**config.mk**
```make
export PLATFORM = sky130hd
export DESIGN_NAME = armleocpu_tlb_asid
export DESIGN_NICKNAME = d
export VERILOG_FILES = /design/src/rtl/armleocpu_tlb_asid.sv
export SDC_FILE = /design/constraint.sdc
export NUM_CORES = 2
export LEC_CHECK = 0
export BUFFER_PORTS_ARGS = -buffer_cell sky130_fd_sc_hd__buf_2
export CORE_ASPECT_RATIO = 1.2
export CORE_UTILIZATION = 35
export CTS_CLUSTER_DIAMETER = 100
export DETAILED_ROUTE_END_ITERATION = 10
export GPL_TIMING_DRIVEN = 0
export SYNTH_ARGS = -nofsm -noshare
export SYNTH_HDL_FRONTEND = slang
export SYNTH_SLANG_ARGS = --single-unit
```
**constraint.sdc**
```tcl
create_clock -name clk -period 25.9 [get_ports clk]
set_input_delay 5.18 -clock clk [delete_from_list [all_inputs] [get_ports clk]]
set_output_delay 5.18 -clock clk [all_outputs]
set_load 0.03 [all_outputs]
```
**src/rtl/armleocpu_tlb_asid.sv**
```systemverilog
// armleocpu_tlb_asid: set-associative, ASID-tagged TLB held in flops.
// Supports global pages, selective sfence.vma-style invalidation and
// refill that overwrites an existing match instead of duplicating it.
module armleocpu_tlb_asid #(
  parameter int ENTRIES_W = 4,
  parameter int WAYS      = 2,
  parameter int ASID_W    = 9,
  localparam int WAYS_W   = (WAYS > 1) ? $clog2(WAYS) : 1
) (
  input  logic              clk,
  input  logic              rst,
  input  logic [2:0]        cmd,
  input  logic [19:0]       vaddr_input,
  input  logic [ASID_W-1:0] asid_input,
  input  logic [7:0]        new_entry_metadata_input,
  input  logic [21:0]       new_entry_ptag_input,
  output logic              resolve_valid,
  output logic              hit,
  output logic [7:0]        resolve_metadata_output,
  output logic [21:0]       resolve_ptag_output,
  output logic [WAYS_W-1:0] resolve_way
);

  localparam int SETS  = 1 << ENTRIES_W;
  localparam int TAG_W = 20 - ENTRIES_W;
  localparam int G_BIT = 5;

  localparam logic [2:0] CMD_RESOLVE          = 3'd1;
  localparam logic [2:0] CMD_NEW_ENTRY        = 3'd2;
  localparam logic [2:0] CMD_INVALIDATE_ALL   = 3'd3;
  localparam logic [2:0] CMD_INVALIDATE_VADDR = 3'd4;
  localparam logic [2:0] CMD_INVALIDATE_ASID  = 3'd5;
  localparam logic [2:0] CMD_INVALIDATE_VA_AS = 3'd6;

  // Entry storage
  logic              valid_q [SETS][WAYS];
  logic              valid_d [SETS][WAYS];
  logic [TAG_W-1:0]  tag_q   [SETS][WAYS];
  logic [TAG_W-1:0]  tag_d   [SETS][WAYS];
  logic [ASID_W-1:0] asid_q  [SETS][WAYS];
  logic [ASID_W-1:0] asid_d  [SETS][WAYS];
  logic [7:0]        meta_q  [SETS][WAYS];
  logic [7:0]        meta_d  [SETS][WAYS];
  logic [21:0]       ptag_q  [SETS][WAYS];
  logic [21:0]       ptag_d  [SETS][WAYS];

  logic [WAYS_W-1:0] victim_q, victim_d;

  // Registered resolve outputs
  logic              resolve_valid_q, resolve_valid_d;
  logic              hit_q, hit_d;
  logic [7:0]        res_meta_q, res_meta_d;
  logic [21:0]       res_ptag_q, res_ptag_d;
  logic [WAYS_W-1:0] res_way_q, res_way_d;

  logic [ENTRIES_W-1:0] set_idx;
  logic [TAG_W-1:0]     in_tag;

  assign set_idx = vaddr_input[ENTRIES_W-1:0];
  assign in_tag  = vaddr_input[19:ENTRIES_W];

  logic [WAYS-1:0]   set_hit, asid_eq, glob, res_match, new_match;
  logic              res_found, new_found;
  logic [WAYS_W-1:0] res_sel, new_sel;
  logic [7:0]        res_meta_sel;
  logic [21:0]       res_ptag_sel;

  // Lookup in the indexed set; descending scan makes the lowest matching way win
  always_comb begin
    set_hit      = '0;
    asid_eq      = '0;
    glob         = '0;
    res_match    = '0;
    new_match    = '0;
    res_found    = 1'b0;
    new_found    = 1'b0;
    res_sel      = '0;
    new_sel      = '0;
    res_meta_sel = '0;
    res_ptag_sel = '0;
    for (int w = 0; w < WAYS; w++) begin
      set_hit[w]   = valid_q[set_idx][w] && (tag_q[set_idx][w] == in_tag);
      asid_eq[w]   = (asid_q[set_idx][w] == asid_input);
      glob[w]      = meta_q[set_idx][w][G_BIT];
      res_match[w] = set_hit[w] && (glob[w] || asid_eq[w]);
      // Refill also treats a global incoming page as colliding with any ASID
      new_match[w] = set_hit[w] &&
                     (glob[w] || new_entry_metadata_input[G_BIT] || asid_eq[w]);
    end
    for (int w = WAYS - 1; w >= 0; w--) begin
      if (res_match[w]) begin
        res_found    = 1'b1;
        res_sel      = WAYS_W'(w);
        res_meta_sel = meta_q[set_idx][w];
        res_ptag_sel = ptag_q[set_idx][w];
      end
      if (new_match[w]) begin
        new_found = 1'b1;
        new_sel   = WAYS_W'(w);
      end
    end
  end

  logic [WAYS_W-1:0] wr_way;

  // Command decode: next entry state, victim counter and resolve outputs
  always_comb begin
    valid_d         = valid_q;
    tag_d           = tag_q;
    asid_d          = asid_q;
    meta_d          = meta_q;
    ptag_d          = ptag_q;
    victim_d        = victim_q;
    resolve_valid_d = 1'b0;
    hit_d           = hit_q;
    res_meta_d      = res_meta_q;
    res_ptag_d      = res_ptag_q;
    res_way_d       = res_way_q;
    wr_way          = victim_q;

    case (cmd)
      CMD_RESOLVE: begin
        resolve_valid_d = 1'b1;
        hit_d           = res_found;
        res_meta_d      = res_found ? res_meta_sel : 8'd0;
        res_ptag_d      = res_found ? res_ptag_sel : 22'd0;
        res_way_d       = res_found ? res_sel : '0;
      end
      CMD_NEW_ENTRY: begin
        hit_d = 1'b0;
        if (new_found) begin
          wr_way = new_sel;
        end else begin
          wr_way   = victim_q;
          victim_d = (victim_q == WAYS_W'(WAYS - 1)) ? '0 : victim_q + WAYS_W'(1);
        end
        for (int w = 0; w < WAYS; w++) begin
          if (WAYS_W'(w) == wr_way) begin
            valid_d[set_idx][w] = 1'b1;
            tag_d[set_idx][w]   = in_tag;
            asid_d[set_idx][w]  = asid_input;
            meta_d[set_idx][w]  = new_entry_metadata_input;
            ptag_d[set_idx][w]  = new_entry_ptag_input;
          end
        end
      end
      CMD_INVALIDATE_ALL: begin
        hit_d = 1'b0;
        for (int s = 0; s < SETS; s++)
          for (int w = 0; w < WAYS; w++)
            valid_d[s][w] = 1'b0;
      end
      CMD_INVALIDATE_VADDR: begin
        hit_d = 1'b0;
        for (int w = 0; w < WAYS; w++)
          if (set_hit[w]) valid_d[set_idx][w] = 1'b0;
      end
      CMD_INVALIDATE_ASID: begin
        hit_d = 1'b0;
        for (int s = 0; s < SETS; s++)
          for (int w = 0; w < WAYS; w++)
            if ((asid_q[s][w] == asid_input) && !meta_q[s][w][G_BIT])
              valid_d[s][w] = 1'b0;
      end
      CMD_INVALIDATE_VA_AS: begin
        hit_d = 1'b0;
        for (int w = 0; w < WAYS; w++)
          if (set_hit[w] && asid_eq[w] && !glob[w])
            valid_d[set_idx][w] = 1'b0;
      end
      default: begin
      end
    endcase
  end

  // State registers; reset clears valids, victim counter and outputs
  always_ff @(posedge clk) begin
    if (rst) begin
      for (int s = 0; s < SETS; s++)
        for (int w = 0; w < WAYS; w++)
          valid_q[s][w] <= 1'b0;
      victim_q        <= '0;
      resolve_valid_q <= 1'b0;
      hit_q           <= 1'b0;
      res_meta_q      <= '0;
      res_ptag_q      <= '0;
      res_way_q       <= '0;
    end else begin
      valid_q         <= valid_d;
      tag_q           <= tag_d;
      asid_q          <= asid_d;
      meta_q          <= meta_d;
      ptag_q          <= ptag_d;
      victim_q        <= victim_d;
      resolve_valid_q <= resolve_valid_d;
      hit_q           <= hit_d;
      res_meta_q      <= res_meta_d;
      res_ptag_q      <= res_ptag_d;
      res_way_q       <= res_way_d;
    end
  end

  assign resolve_valid           = resolve_valid_q;
  assign hit                     = hit_q;
  assign resolve_metadata_output = res_meta_q;
  assign resolve_ptag_output     = res_ptag_q;
  assign resolve_way             = res_way_q;

endmodule
```
==> results_dict.tcl <==
set metrics [dict create \
    die_area_um2 234000 \
    track_usage 0.254 \
    worstPathArrival_ns 12.86 \
    drive_above_1_share 0.220 \
    grt_max_degree 26 \
    irDropWorstVdd_mv 0.0644 \
    synth_edf_count 1760 \
    ys_warn_count 0 \
    cts_buffers 188 \
    hold_violations 0 \
    status "finished with violations" \
    r2r-start "tag_q[283]" \
    whs_endpoint "resolve_way" \
    cts_tree "built" \
    hp-class "reg2reg" \
    clk_pin_slew_ns 0.06 \
    synthMuxAreaShare 0.147 \
    whs_ns 0.482 \
    crit_path_top_delay_cell "clkbuf_1" \
    nets 5425 \
    seq_area_frac_synth 0.666 \
    holdPathStages 2 \
    yosys.area.top_type_share 0.650 \
    gp_congestion 0.965 \
    cap_violations 3 \
    clockBufferDepth 3 \
    h-tree-depth 4 \
    slew_headroom -0.0923 \
    drc 0 \
    worst_pin_slew_ns 1.64 \
    setup.worst_path.class "in2reg" \
    grt_pass1_wl_mm 410 \
    syn_to_final_growth_pct 15.7 \
    power.density_nw_per_um2 66.7 \
    startpoint_type "primary input" \
    antenna_found_initial 39 \
    setup_ws_ns 13.56 \
    cts_resized 0 \
    synth-simple-area-share 0.0953 \
    r2r_setup_slack_ns 19.10 \
    worstRegToRegCells 14 \
    p_comb_frac 0.062 \
    cts.sinks 1826 \
    ys_seq_elements 1826 \
    failed_checks "max-capacitance violations, max-slew violations" \
    power.internal_mw 4.81 \
    fmaxAchievable_ghz 0.0810 \
    synthAdderAreaFrac 0 \
    maxSlewViolCount 22 \
    ant_nets 0 \
    row_count 193 \
    dr.pass1.iters 6 \
    period_share 0.477 \
    r2r_end "ptag_q[207]" \
    swShare 0.233 \
    crit_start "vaddr_input[2]" \
    crit_family "buffers and inverters" \
    grt_pass1_vias 49800 \
    synth_xor_area_frac 0.0368 \
    initial_utilization 0.353 \
    syn_area_per_cell_um2 16.6 \
    grt-ovfl-total 0 \
    synth.area.top_cells "edfxtp_1 65%, mux4_2 12%, and2_1 5.9%" \
    crit_chain "buf_2 > clkbuf_1 > and2_1 > clkbuf_1 > a22oi_1 > nand2_1 > xnor2_1 > nand4_1 > nor3_1 > nand2_1 > o2bb2ai_2 > buf_6 > nand3_1 > buf_2 > nor2_4 > buf_12 > buf_12" \
    postCtsHoldBufs 0 \
    cp_slowest_stage_delay_ns 1.12 \
    synth_fp_nets 4973 \
    finalCriticalPeriod_ns 12.34 \
    routed_wl_mm 302 \
    place_ws_ns 12.92 \
    pwr-share-seq 0.514 \
    cts_setup_buffers 0 \
    clk_latency_ns 0.85 \
    crit_fanout 24 \
    async_reset_ff_frac 0 \
    hpwl_mm 214 \
    drt_iter0_markers 7562 \
    holdCritStartpoint "resolve_way" \
    cp_num_buf_inv 7 \
    synthFlopType "edfxtp_1" \
    cp-end-kind "flop" \
    post_drt_wl_per_cell_um 35.2 \
    core_um2 231000 \
    synth_cells 4909 \
    rsz0062_at_grt "no" \
    worstPathRequired_ns 26.42 \
    via_per_inst 5.91 \
    die_h_um 530 \
    ctsRootBufferMaster "clkbuf_16" \
    via_count 50600 \
    die_w_um 442 \
    p_clk_frac 0.424 \
    finalSetupTns_ns 0 \
    nFillCells 20800 \
    ios 97 \
    synth_area_um2 81300 \
    synth_cell_types 83 \
    leakage_nw 32.9 \
    synth_top_family_by_area "multiplexers" \
    power_switching_mw 1.46 \
    final_util 0.408 \
    setup_violations 0 \
    io_buffers 93 \
    skew_ns 0.0520 \
    yosysTopAreaCell "edfxtp_1" \
    p_total_mw 6.27 \
    synth_compound_area_frac 0.0302 \
]
## flip-flops by register name, indices dropped and copies added (netlist names)
name and cells:
resolve_way 1, victim_q 1, resolve_metadata_output 8, valid_q 32, hit 1, ptag_q 704
resolve_ptag_output 22, asid_q 288, tag_q 512, meta_q 256, resolve_valid 1
## synth_stat cells, types with 42 or more instances
| master | count |
|---|---|
| nor4_1 | 65 |
| clkbuf_1 | 237 |
| buf_4 | 43 |
| nor3_1 | 146 |
| nand2_1 | 72 |
| o21ai_0 | 55 |
| edfxtp_1 | 1760 |
| a21oi_1 | 42 |
| and2_1 | 772 |
| nand3_1 | 52 |
| mux2i_1 | 150 |
| mux4_2 | 442 |
| a22oi_1 | 48 |
| dfxtp_1 | 66 |
| xor2_1 | 256 |
| nor2_1 | 110 |
| buf_2 | 76 |
| xnor2_1 | 86 |
| a31oi_1 | 53 |
## power by group through the flow
| stage | clock (mW) | combinational (mW) | sequential [mW] |
|---|---|---|---|
| after floorplan | 0 | 0.204 | 3.29 |
| after global placement | 0 | 0.375 | 3.28 |
| after detailed placement | 0 | 0.381 | 3.28 |
| after CTS | 2.67 | 0.382 | 3.22 |
| after global routing | 2.77 | 0.399 | 3.22 |
| final | 2.66 | 0.389 | 3.22 |
## per-stage QoR
stage                     instance area (um^2)  instances
after global routing                     94000       8548
after CTS                                94000       8542
final                                    94000       8563
after floorplan                          81300       4909
after global placement                   85600       8024
after detailed placement                 88100       8193
## final cells by class
class                           count  area (um^2)  area share
Multi-Input combinational cell   2654        25300       0.269
Inverter                           14         52.6    0.000559
Antenna cell                       21         52.6    0.000559
Timing Repair Buffer              262         2800      0.0298
Buffer                            415         1960      0.0209
Tap cell                         3022         3780      0.0402
Clock buffer                      257         5120      0.0544
Sequential cell                  1826        54200       0.576
Clock inverter                     92          764     0.00813
## placed cells by master, fill, tap and decap left out, drive strengths merged, types with 13 or more instances in the layout
cell and count:
inv 16, edfxtp 1760, nand3 52, xnor2 86, xor2 256, o22ai 26, a31o 18, clkbuf 500
a21oi 42, a31oi 53, mux2 28, dfxtp 66, nand2 73, mux2i 150, a22oi 48, diode 21
buf 433, nor3 147, clkinv 78, and2 775, and3 13, mux4 448, nand4 19, nor2 123
o221a 16, nor4 65, nand2b 40, o21ai 56
## worst register-to-register path: cells and delay by family (launching register included)
| family | cells | cell delay [ns] |
|---|---|---|
| multiplexers | 2 | 0.67 |
| XOR/XNOR | 1 | 0.13 |
| flip-flops | 1 | 0.36 |
| buffers and inverters | 4 | 1.40 |
| AND/OR/NAND/NOR | 4 | 2.81 |
| AO/OA/AOI/OAI | 3 | 1.08 |
## routing by layer
layer / global-route usage / part of all wire
met2: 0.408 / 0.46
met1: 0.326 / 0.37
met5: 0 / 0.00022
met4: 0.130 / 0.060
met3: 0.0506 / 0.10
## how the worst max path moves through the flow
stage | cells after the start | endpoint
2_1_floorplan | 16 | asid_q[108]
3_3_place_gp | 17 | ptag_q[315]
3_5_place_dp | 17 | ptag_q[198]
4_1_cts | 17 | meta_q[79]
5_1_grt | 17 | ptag_q[200]
6_report | 17 | ptag_q[207]
## logic make-up (layout without fill, tap and decap cells)
kind of cell	Yosys count	after routing
AO/OA/AOI/OAI	346	346
AND/OR/NAND/NOR	1340	1340
XOR/XNOR	342	342
buffers and inverters	429	1040
other	0	21
multiplexers	626	626
flip-flops	1826	1826
Note: power is estimated with default switching activity, not from simulation.
